## src/rtl/flop_pipe_pkg.sv

```systemverilog
// Shared constants and helpers for the flop_pipe_xor elastic register pipeline.
// MASK_DEFAULT doubles as the reset/flush value and the XOR whitening mask.
package flop_pipe_pkg;

  localparam int DEFAULT_WIDTH = 256;
  localparam logic [255:0] MASK_DEFAULT = {4{64'h0412_6424_0034_3C28}};

  // Widest valid vector popcount accepts; DEPTH must not exceed this.
  localparam int POP_MAX = 64;

  function automatic int unsigned popcount(input logic [POP_MAX-1:0] v);
    int unsigned n;
    n = 0;
    for (int i = 0; i < POP_MAX; i++) begin
      n = n + {31'd0, v[i]};
    end
    return n;
  endfunction

endpackage

```

## src/rtl/flop_pipe_xor_if.sv

```systemverilog
// Upstream/downstream handshake bundle of flop_pipe_xor.
// The master drives beats in and consumes beats out; the slave is the pipe.
interface flop_pipe_xor_if #(
  parameter int WIDTH = flop_pipe_pkg::DEFAULT_WIDTH,
  parameter int DEPTH = 2
);
  localparam int OCC_W = $clog2(DEPTH + 1);

  logic             in_valid;
  logic             in_ready;
  logic             in_whiten;
  logic [WIDTH-1:0] d;
  logic             out_valid;
  logic             out_ready;
  logic [WIDTH-1:0] q;
  logic [OCC_W-1:0] occupancy;

  modport master (
    output in_valid, in_whiten, d, out_ready,
    input  in_ready, out_valid, q, occupancy
  );

  modport slave (
    input  in_valid, in_whiten, d, out_ready,
    output in_ready, out_valid, q, occupancy
  );

endinterface

```

## src/rtl/flop_pipe_stage.sv

```systemverilog
// One pipeline slot: valid bit plus data register; data loads only on capture.
// Reset and clear return data to MASK; a simultaneous load and advance keeps the slot full.
module flop_pipe_stage #(
  parameter int               WIDTH = flop_pipe_pkg::DEFAULT_WIDTH,
  parameter logic [WIDTH-1:0] MASK  = WIDTH'(flop_pipe_pkg::MASK_DEFAULT)
) (
  input  logic             clk,
  input  logic             reset,
  input  logic             clear,
  input  logic             load,
  input  logic             adv,
  input  logic [WIDTH-1:0] din,
  output logic             vld,
  output logic [WIDTH-1:0] dat
);

  always_ff @(posedge clk or posedge reset) begin
    if (reset) begin
      vld <= 1'b0;
      dat <= MASK;
    end else if (clear) begin
      vld <= 1'b0;
      dat <= MASK;
    end else if (load) begin
      vld <= 1'b1;
      dat <= din;
    end else if (adv) begin
      vld <= 1'b0;
    end
  end

endmodule

```

## src/rtl/flop_pipe_xor.sv

```systemverilog
// Elastic DEPTH-stage valid/ready register pipe with optional XOR whitening, 1 beat/cycle.
// Define FLOP_PIPE_STALL_CNT_EN to add the saturating stall_cnt output.
module flop_pipe_xor
  import flop_pipe_pkg::*;
#(
  parameter int               WIDTH = DEFAULT_WIDTH,
  parameter int               DEPTH = 2,
  parameter logic [WIDTH-1:0] MASK  = WIDTH'(MASK_DEFAULT)
) (
  input  logic                  clk,
  input  logic                  reset,
  input  logic                  clear,
  flop_pipe_xor_if.slave        bus
`ifdef FLOP_PIPE_STALL_CNT_EN
  ,
  output logic [31:0]           stall_cnt
`endif
);

  localparam int OCC_W = $clog2(DEPTH + 1);

  logic [DEPTH-1:0] vld;
  logic [DEPTH-1:0] adv;
  logic [DEPTH-1:0] load;
  logic [WIDTH-1:0] dat [DEPTH];
  logic [WIDTH-1:0] din [DEPTH];
  logic             accept;
  logic [WIDTH-1:0] whitened;

  assign bus.in_ready = !reset && !clear && (!vld[0] || adv[0]);
  assign accept       = bus.in_valid && bus.in_ready;
  assign whitened     = bus.in_whiten ? (MASK ^ bus.d) : bus.d;

  // Advance ripples back from out_ready so bubbles collapse under a stall.
  always_comb begin
    adv = '0;
    adv[DEPTH-1] = vld[DEPTH-1] && bus.out_ready;
    for (int k = DEPTH - 2; k >= 0; k--) begin
      adv[k] = vld[k] && (!vld[k+1] || adv[k+1]);
    end
  end

  for (genvar k = 0; k < DEPTH; k++) begin : g_stage
    if (k == 0) begin : g_head
      assign load[k] = accept;
      assign din[k]  = whitened;
    end else begin : g_body
      assign load[k] = adv[k-1];
      assign din[k]  = dat[k-1];
    end

    flop_pipe_stage #(
      .WIDTH (WIDTH),
      .MASK  (MASK)
    ) u_stage (
      .clk   (clk),
      .reset (reset),
      .clear (clear),
      .load  (load[k]),
      .adv   (adv[k]),
      .din   (din[k]),
      .vld   (vld[k]),
      .dat   (dat[k])
    );
  end

  assign bus.out_valid = vld[DEPTH-1];
  assign bus.q         = dat[DEPTH-1];
  assign bus.occupancy = OCC_W'(popcount(POP_MAX'(vld)));

`ifdef FLOP_PIPE_STALL_CNT_EN
  always_ff @(posedge clk or posedge reset) begin
    if (reset) begin
      stall_cnt <= '0;
    end else if (clear) begin
      stall_cnt <= '0;
    end else if (bus.out_valid && !bus.out_ready && (stall_cnt != 32'hFFFF_FFFF)) begin
      stall_cnt <= stall_cnt + 32'd1;
    end
  end
`endif

endmodule

```

## src/flat_wrapper.sv

```systemverilog
// flat-port wrapper written by rule: the top's interface ports become plain ports
module flop_pipe_xor_flat import flop_pipe_pkg::*;
#(
  parameter int               WIDTH = DEFAULT_WIDTH,
  parameter int               DEPTH = 2,
  parameter logic [WIDTH-1:0] MASK  = WIDTH'(MASK_DEFAULT)
)
  (clk, reset, clear, bus_in_valid, bus_in_whiten, bus_d, bus_out_ready, bus_in_ready, bus_out_valid, bus_q, bus_occupancy);
  flop_pipe_xor_if #(.WIDTH(WIDTH), .DEPTH(DEPTH)) bus_i ();
  input  logic clk;
  input  logic reset;
  input  logic clear;
  input wire logic [$bits(bus_i.in_valid)-1:0] bus_in_valid;
  input wire logic [$bits(bus_i.in_whiten)-1:0] bus_in_whiten;
  input wire logic [$bits(bus_i.d)-1:0] bus_d;
  input wire logic [$bits(bus_i.out_ready)-1:0] bus_out_ready;
  output wire logic [$bits(bus_i.in_ready)-1:0] bus_in_ready;
  output wire logic [$bits(bus_i.out_valid)-1:0] bus_out_valid;
  output wire logic [$bits(bus_i.q)-1:0] bus_q;
  output wire logic [$bits(bus_i.occupancy)-1:0] bus_occupancy;
  assign bus_i.in_valid = bus_in_valid;
  assign bus_i.in_whiten = bus_in_whiten;
  assign bus_i.d = bus_d;
  assign bus_i.out_ready = bus_out_ready;
  assign bus_in_ready = bus_i.in_ready;
  assign bus_out_valid = bus_i.out_valid;
  assign bus_q = bus_i.q;
  assign bus_occupancy = bus_i.occupancy;
  flop_pipe_xor #(.WIDTH(WIDTH), .DEPTH(DEPTH), .MASK(MASK)) u_core (.clk(clk), .reset(reset), .clear(clear), .bus(bus_i));
endmodule
```

## config.mk

```make
export PLATFORM = sky130hd
export DESIGN_NAME = flop_pipe_xor_flat
export DESIGN_NICKNAME = d
export VERILOG_FILES = /design/src/rtl/flop_pipe_pkg.sv /design/src/rtl/flop_pipe_xor_if.sv /design/src/rtl/flop_pipe_stage.sv /design/src/rtl/flop_pipe_xor.sv /design/src/flat_wrapper.sv
export SDC_FILE = /design/constraint.sdc
export NUM_CORES = 1
export LEC_CHECK = 0
export BUFFER_PORTS_ARGS = -buffer_cell sky130_fd_sc_hd__buf_2
export CAP_MARGIN = 20
export CORE_UTILIZATION = 40
export DETAILED_ROUTE_END_ITERATION = 6
export PLACE_DENSITY_LB_ADDON = 0.08
export REMOVE_ABC_BUFFERS = 1
export SYNTH_ARGS = -nofsm -noshare
export SYNTH_HDL_FRONTEND = slang
export SYNTH_SLANG_ARGS = --single-unit
```

## constraint.sdc

```tcl
create_clock -name clk -period 15.1 [get_ports clk]
set_input_delay 0.755 -clock clk [delete_from_list [all_inputs] [get_ports clk]]
set_output_delay 0.755 -clock clk [all_outputs]
set_load 0.05 [all_outputs]
```

Word level (Yosys, flattened, before mapping). Cells that the tools add are included.

$add $sub $neg: 1. Reduce and logical (&&, ||, !) cells: 15. Bitwise logic cells: 1. Multiplexer cells: 11.

Operator list (number): 256-bit two-way mux (4); 251-bit two-way mux (1); 68-bit NOT (1); 1-bit two-way mux (6); 3-bit nonzero test (2); 1-bit logical AND (5); 1-bit zero test (4); 2-bit nonzero test (2); 1-bit by 1-bit adder with 2-bit output (1); 1-bit logical OR (2).

Word-level logic and storage cells: 32. Bits in registers: 514. Output and inout port bits: 260. Input port bits: 262.

Logic depth before layout (Yosys ltp). Gate-level depths: netlist of the first run.

Depth in word-level cells: 8. Mapped depth: 6. Depth with buffers taken out: 3.

By module. Synthesis of the first run repeated with hierarchy kept, for this count alone.

Cells, all modules: 1757. Area total of the unflattened synthesis: 21983.6 um^2.

By module, submodules not included: flop_pipe_stage (cells an instance 837, instances 2, seq. area each 6516.2 um^2, area each 10621.4 um^2); flop_pipe_xor (cells an instance 83, instances 1, seq. area each 0.0 um^2, area each 740.7 um^2).

Least setup slack after synthesis of the first run. OpenSTA, ideal clock, no wires.

Path kind: input to output. Start point: input port clear. End point: output port bus_in_ready. Stages on the path: 2. Required time: 14.345 ns. Slack: 12.942 ns. Arrival: 1.403 ns. Buffers on the path: 0. Path through: nor2_1 -> and2_1.

Cells in the longest elaborated chain, start to end: 3.

RTL lines: from (decl) (RTL line flat_wrapper.sv:12) `input logic clear;`; 1-bit zero test (RTL line flop_pipe_xor.sv:30) `assign bus.in_ready = !reset && !clear && (!vld[0] || adv[0]);`; 1-bit logical AND (2 in a row) (RTL line flop_pipe_xor.sv:30); to (decl) (RTL line flat_wrapper.sv:17) `output wire logic [$bits(bus_i.in_ready)-1:0] bus_in_ready;`.

No other way between the ends.

Worst setup path in the final report of the first run.
Start point: input port clear. End point: register u_core.g_stage[0].u_stage.dat[15].

Cells in the longest elaborated chain, start to end: 5. Elaborated cells between the ends (all ways): 6. Classes of those cells: 1 x mux; 5 x reduce/logical.

RTL lines: 1-bit zero test (RTL line flop_pipe_xor.sv:30); 1-bit logical AND (2 in a row) (RTL line flop_pipe_xor.sv:30); 1-bit logical AND (RTL line flop_pipe_xor.sv:31) `assign accept = bus.in_valid && bus.in_ready;`; 2-bit nonzero test (no line); to (signal assigned) (RTL line flop_pipe_stage.sv:26) `dat <= din;`; to (decl) (RTL line flop_pipe_stage.sv:14) `output logic [WIDTH-1:0] dat`.

Several ways; a longest one is shown, not always the timed one. A chain may end at the register's enable or synchronous reset.

==> results of run 1 <==
-- cells in the mapped netlist, types with 20 or more instances --
cell type and instances:
a22o_1 188, and2b_1 83, buf_2 51, buf_4 268, buf_6 20, clkbuf_1 34, dfrtp_1 378, dfstp_2 136
mux2_1 78, mux2_2 34, mux2_4 76, mux2i_1 68, nor2_1 71, nor2b_1 106, o22a_1 68, xnor2_1 68
-- state kept, by name, summed over array words and instances (netlist names) --
register,count
u_core.g_stage.u_stage.vld,2
u_core.g_stage.u_stage.dat,512
-- logic make-up (layout without fill, tap and decap cells) --
family,after synthesis,after routing,share of synthesized area (%)
and+or+nand+nor,266,266,6.916
AOI/OAI and AO/OA,259,259,9.761
muxes,256,256,13.25
DFF,514,514,56.02
xor gates and xnor gates,68,68,2.560
other,0,19,0
buffers and inverters,377,650,11.44
adders and majority gates,1,1,0.05377
-- through the flow --
| stage | area (sq um) | hold WS [ns] | util [%] | setup slack, ns | power (uW) |
|---|---|---|---|---|---|
| after detailed placement | 24350 | 0.4666 | 42.29 | 10.27 | 1751 |
| after global routing | 26410 | 0.2878 | 45.87 | 10.71 | 3310 |
| after CTS | 26360 | 0.2591 | 45.78 | 10.94 | 3232 |
| final | 26440 | 0.2505 | 45.91 | 10.97 | 3181 |
| after global placement | 24350 | 0.4649 | 42.29 | 10.23 | 1745 |
| after floorplan | 20610 | 0.4584 | - | 0.2135 | 1652 |
-- metal layers --
| layer | track usage, % | up-vias | part of all wire [%] |
|---|---|---|---|
| met5 | 0 | - | 0.36 |
| met4 | 5.938 | 32 | 2.0 |
| met3 | 7.353 | 113 | 8.0 |
| met2 | 30.44 | 348 | 47 |
| met1 | 25.21 | 6946 | 43 |
| li1 | - | 6212 | - |
-- path summary, 6_finish.rpt --
check / start / to / slack [ns] / depth (start not counted)
setup / recovery: clear / u_core.g_stage[0].u_stage.dat[15] / 10.97 / 6
hold / removal: reset / u_core.g_stage[1].u_stage.dat[142] / 0.25 / 2
setup reg to reg: u_core.g_stage[0].u_stage.vld / u_core.g_stage[0].u_stage.dat[15] / 11.34 / 5
hold reg to reg: u_core.g_stage[0].u_stage.dat[194] / u_core.g_stage[1].u_stage.dat[194] / 0.47 / 1
max in group asynchronous: reset / u_core.g_stage[0].u_stage.dat[36] / 12.60 / 4
min in group clk: bus_d[184] / u_core.g_stage[0].u_stage.dat[184] / 0.36 / 2
-- critical path: stages --
cell and delay [ns]:
clkbuf_8 0.52, nor2_1 0.20, nand3_4 0.71, buf_4 0.92, buf_4 0.82, mux2_2 0.42
-- layout make-up --
type                       count  area, sq um  share of cell area [%]
clock buffer                  94         1884                   7.128
sequential                   514        13030                   49.30
timing repair buffer         542         2796                   10.58
inverter                       1        11.26                 0.04260
clock inverter                13        123.9                  0.4686
antenna                       19        47.55                  0.1798
multi-input combinational    850         7584                   28.69
tap                          765        957.2                   3.621
-- power by group through the flow --
| stage | registers [uW] | logic, uW | clock network (uW) |
|---|---|---|---|
| after floorplan | 1510 | 140 | 0 |
| after detailed placement | 1490 | 266 | 0 |
| after CTS | 1460 | 266 | 1500 |
| after global routing | 1470 | 285 | 1560 |
| final | 1460 | 261 | 1460 |
| after global placement | 1480 | 262 | 0 |
==> run metrics, run 1 <==
RSZ-0062 raised after global routing no; placed cell count 2671; Clock Skew 0.01158 ns; PD cells 120.3 mW/mm^2; Ys Warns 0; Tcrit/Tclk final 27.32%; Synth Instances 1741; via-per-instance ratio 4.879; Initial Util 40.40%; DR vias 13650; Synth top area share 40.66%; CTS Buf Count 58; die height 243.2 um; Gate power share 8.2%; Port-buffer cells 521; most common library cell in the layout ignoring fill and taps buf_2; synthesis-to-finish area growth 13.63%; Clock Power Share 45.8%; leading area contributor after synthesis dfrtp_1; total wire length 58.09 mm; Max-Cap Viols 0; maximum achievable frequency 242.4 MHz; register bit total from synthesis 514; CTS clk-pin slew, worst paths 0.06 ns; minimum clock period 4.125 ns; final antenna-violating net count 0; Hold Vio Cnt, Final 0; NetSw 756.6 uW; Placer Congestion 0.7690; Cell Area, Synth 0.02327 sq mm; mean post-synth cell area 13.36 sq um; most frequent cells in the layout buf_2, dfrtp_1, a22o_1; outcome finished, final reports clean; I/O Pins 522; largest net degree at the start of global routing 110; Worst-Skew Late Latency 0.61 ns; global-route usage over all layers 19.56%; min-delay worst type input port to async pin; Remaining DRCs 0; Die Area 0.05913 sq mm; CTS tree yes; layout cells sized above 1 44.09%; Main synth FF type dfrtp_1; Async SR Flop Fraction 100.0%; crit path max fanout 109; Worst setup SP type input port; kind of critical path input port to flip-flop; Finish-stage setup viols 0; post-route setup TNS 0 ns; Longest Clk Path Bufs 3; leakage 0.01370 uW; CP Data Required Time 15.59 ns; number of flops mapped to enable cells by yosys 0; global-route wire length before repair 89.40 mm; Yosys cell types 30; # H-tree levels 2; internal power 2424 uW; Post-CTS Setup Inserts 0; Final nets 2230; DR iter-0 viols 709; fillers 5356; initial antenna violation count 32; top cells by area, synth dfrtp_1, dfstp_2, buf_4; CORE AREA 0.05759 sq mm; hold_buf cts 0; CP endpoint kind flip-flop; GRT overflow 0; Slew headroom 30.51%; Slew @ Worst Pin 1.042 ns; detailed-placement wirelength estimate 36.63 mm; share of power burned in registers 46.0%; DR WL/cell 20.76 um; CTS resizes 0; DRT Pass-1 Iters 4; Slew Viols, Final 0; Sw Share 23.79%; die width 243.2 um; vias in the first global route 14140; clk sinks 514; Crit path arrival time 4.61 ns; root buffer cell clkbuf_16; standard-cell row count 88; worst IR drop on VDD 0.00008729 V; share of the yosys chip area belonging to registers 56.02%; Layout Cells excl Fill 2798
(Power assumes the default switching activity.)
==> run 2: changes to the inputs <==
--- a/config.mk
+++ b/config.mk
@@ -5,6 +5,7 @@
 export SDC_FILE = /design/constraint.sdc
 export NUM_CORES = 1
 export LEC_CHECK = 0
+export ABC_AREA = 1
 export BUFFER_PORTS_ARGS = -buffer_cell sky130_fd_sc_hd__buf_2
 export CAP_MARGIN = 20
 export CORE_UTILIZATION = 40
==> constraint.sdc (replaced) <==
create_clock -name clk -period 3.5 [get_ports clk]
set_input_delay 0.175 -clock clk [delete_from_list [all_inputs] [get_ports clk]]
set_output_delay 0.175 -clock clk [all_outputs]
set_load 0.05 [all_outputs]
==> run 2 against run 1 <==
  * Wire length is 14% higher
  * Flip-flop and latch count is the same
  * Synthesized area rose by 0.29%
  * Count of clock-buffer cells in the layout decreased by 4
  * Synthesized cell count rose by 51%
  * Clock skew about the same
  * Core utilization grew 4.6 points
  * Global-route usage is 2.7 points higher
  * Highest routed layer unchanged
==> run metrics, run 2 <==
Slew @ Worst Pin 1.062 ns; leakage 0.01454 uW; initial antenna violation count 8; DRT Pass-1 Iters 5; CTS tree yes; register bit total from synthesis 514; number of flops mapped to enable cells by yosys 0; kind of critical path flip-flop to flip-flop; via-per-instance ratio 4.746; Worst setup SP type flip-flop; Slew Viols, Final 0; Final nets 3339; Async SR Flop Fraction 100.0%; placed cell count 3523; Slowest-stage cell, CP dfrtp_1; Yosys cell types 18; leading area contributor after synthesis dfrtp_1; most frequent cells in the layout nand2_1, buf_2, nand3_1; Port-buffer cells 521; most common library cell in the layout ignoring fill and taps nand2_1; CP Data Required Time 4.03 ns; max reg flops 512; die height 243.5 um; Tcrit/Tclk final 58.84%; Placer Congestion 0.7852; most used cell, CP nand2_1; worst IR drop on VDD 0.0003845 V; top cells by count, synth nand2_1, nand3_1, dfrtp_1, buf_4, nor2_1; CTS clk-pin slew, worst paths 0.06 ns; global-route usage over all layers 22.24%; Clock Skew 0.01145 ns; Ys Warns 0; final antenna-violating net count 0; Design Area, Final 0.02913 sq mm; PD cells 486.4 mW/mm^2; Synth top area share 40.54%; CORE AREA 0.05770 sq mm; Post-CTS Setup Inserts 0; Die Area 0.05930 sq mm; Max stage delay on crit path 0.51 ns; mean post-synth cell area 8.855 sq um; die width 243.5 um; outcome finished, final reports clean; top cells by area, synth dfrtp_1, dfstp_2, nand3_1; Worst Setup SP u_core.g_stage[0].u_stage.vld; FF-to-FF End u_core.g_stage[0].u_stage.dat[255]; crit-path cells nand3_2 > nand3_4 > inv_6 > buf_12 > nand2_1 > nand2_1; layout cells sized above 1 25.29%; reg2reg path depth 6; vias in the first global route 18640; largest net degree at the start of global routing 200; RSZ-0062 raised after global routing no; count leader, synth nand2_1; Register-to-Register Setup Slack 1.44 ns; GRT overflow 0; detailed-placement wirelength estimate 40.00 mm; Max-Cap Viols 0; Layout Cells excl Fill 3892; total wire length 66.24 mm; crit path max fanout 82; # H-tree levels 2; Fin Hold WS 0.2633 ns; synthesis-to-finish area growth 24.85%; maximum achievable frequency 485.6 MHz; RR Startpoint u_core.g_stage[0].u_stage.vld; Longest Clk Path Bufs 3; Initial Util 40.44%; Util after Layout 50.49%; Hold Vio Cnt, Final 0; largest registers u_core.g_stage.u_stage.dat x512, u_core.g_stage.u_stage.vld x2; root buffer cell clkbuf_16; DR WL/cell 17.02 um; Finish-stage setup viols 0; Cell Area, Synth 0.02333 sq mm; Slew headroom 29.22%; share of the yosys chip area belonging to registers 55.86%; end point of the critical path u_core.g_stage[0].u_stage.dat[255]; Worst-Skew Late Latency 0.60 ns; DR iter-0 viols 1259; Synth Instances 2635; Crit path arrival time 2.58 ns; standard-cell row count 88; I/O Pins 522; CP endpoint kind flip-flop; clk sinks 514; min-delay worst type input port to flip-flop; CTS Buf Count 57; Largest Register u_core.g_stage.u_stage.dat; Remaining DRCs 0; DP Area 0.02459 sq mm; global-route wire length before repair 105.7 mm; minimum clock period 2.059 ns; DR vias 18470; Main synth FF type dfrtp_1
[run 2: cell count changes after synthesis, sizes merged, moves of 36 or more]
cell and change:
inv +193, a22o -188, nor2 +134, nand3 +446, buf +36, mux2i -68, nor2b -106, o22a -68
mux2 -188, nand2 +585, and2b -83, o21ai +188
[run 2: kinds of logic (layout without fill, tap and decap cells)]
| group | count (synthesis) | count (layout) | share of synthesized area, % |
|---|---|---|---|
| and+or+nand+nor | 1237 | 1237 | 22.38 |
| buffers and inverters | 625 | 1110 | 15.08 |
| DFF | 514 | 514 | 55.86 |
| AOI/OAI and AO/OA | 190 | 190 | 4.075 |
| xor gates and xnor gates | 68 | 68 | 2.553 |
| adders and majority gates | 1 | 1 | 0.05362 |
| other | 0 | 7 | 0 |
[run 2: worst max-delay path: cells and delay by family, from the launching register on]
kind                   cells  cell delay, ns
buffers and inverters      2            0.82
flip-flops                 1            0.51
AND/OR/NAND/NOR            4            0.50
[run 2: worst min-delay path by stage]
stage	startpoint	to	slack (ns)	depth (start not counted)
global placement	bus_d[185]	u_core.g_stage[0].u_stage.dat[185]	0.37	3
detailed placement	bus_d[55]	u_core.g_stage[0].u_stage.dat[55]	0.38	3
CTS	bus_d[97]	u_core.g_stage[0].u_stage.dat[97]	0.26	4
floorplan	clear	u_core.g_stage[1].u_stage.vld	0.24	1
finish	bus_in_valid	u_core.g_stage[0].u_stage.dat[29]	0.26	5
global route	bus_d[99]	u_core.g_stage[0].u_stage.dat[99]	0.29	4
[run 2: where the power goes]
group	internal [uW]	total [uW]	switching, uW
Combinational	586	1560	974
Clock	3750	6160	2420
Sequential	6300	6450	145
Total	10600	14200	3530
[run 2: metrics by stage]
step / TNS (ns) / total power (uW) / worst slack [ns]
3_3_place_gp: 0 / 7858 / 1.490
4_1_cts: 0 / 14350 / 1.432
2_1_floorplan: -9558.48 / 7379 / -12.74
6_report: 0 / 14170 / 1.441
3_5_place_dp: 0 / 7883 / 1.413
5_1_grt: 0 / 14790 / 1.261
[run 2: layout make-up]
type | instances | area (sq um)
timing repair buffer | 813 | 5625
multi-input combinational | 1496 | 6815
antenna | 7 | 17.52
fill | 5568 | 28560
clock inverter | 13 | 193.9
inverter | 194 | 748.2
tap | 765 | 957.2
clock buffer | 90 | 1740
sequential | 514 | 13030
[run 2: routing by layer]
metal | vias to the layer above | part of all wire [%] | track usage [%]
met3 | 108 | 6.7 | 5.926
met5 | - | 0.035 | 0
met4 | 4 | 3.1 | 7.206
li1 | 8914 | - | -
met2 | 492 | 47 | 35.12
met1 | 8952 | 44 | 29.69
[run 2: timing repair]
action | 4_1_cts | 5_1_grt
gates resized for setup | 0 | 0
hold buffers | 259 | 0
hold endpoints to repair | 327 | 0
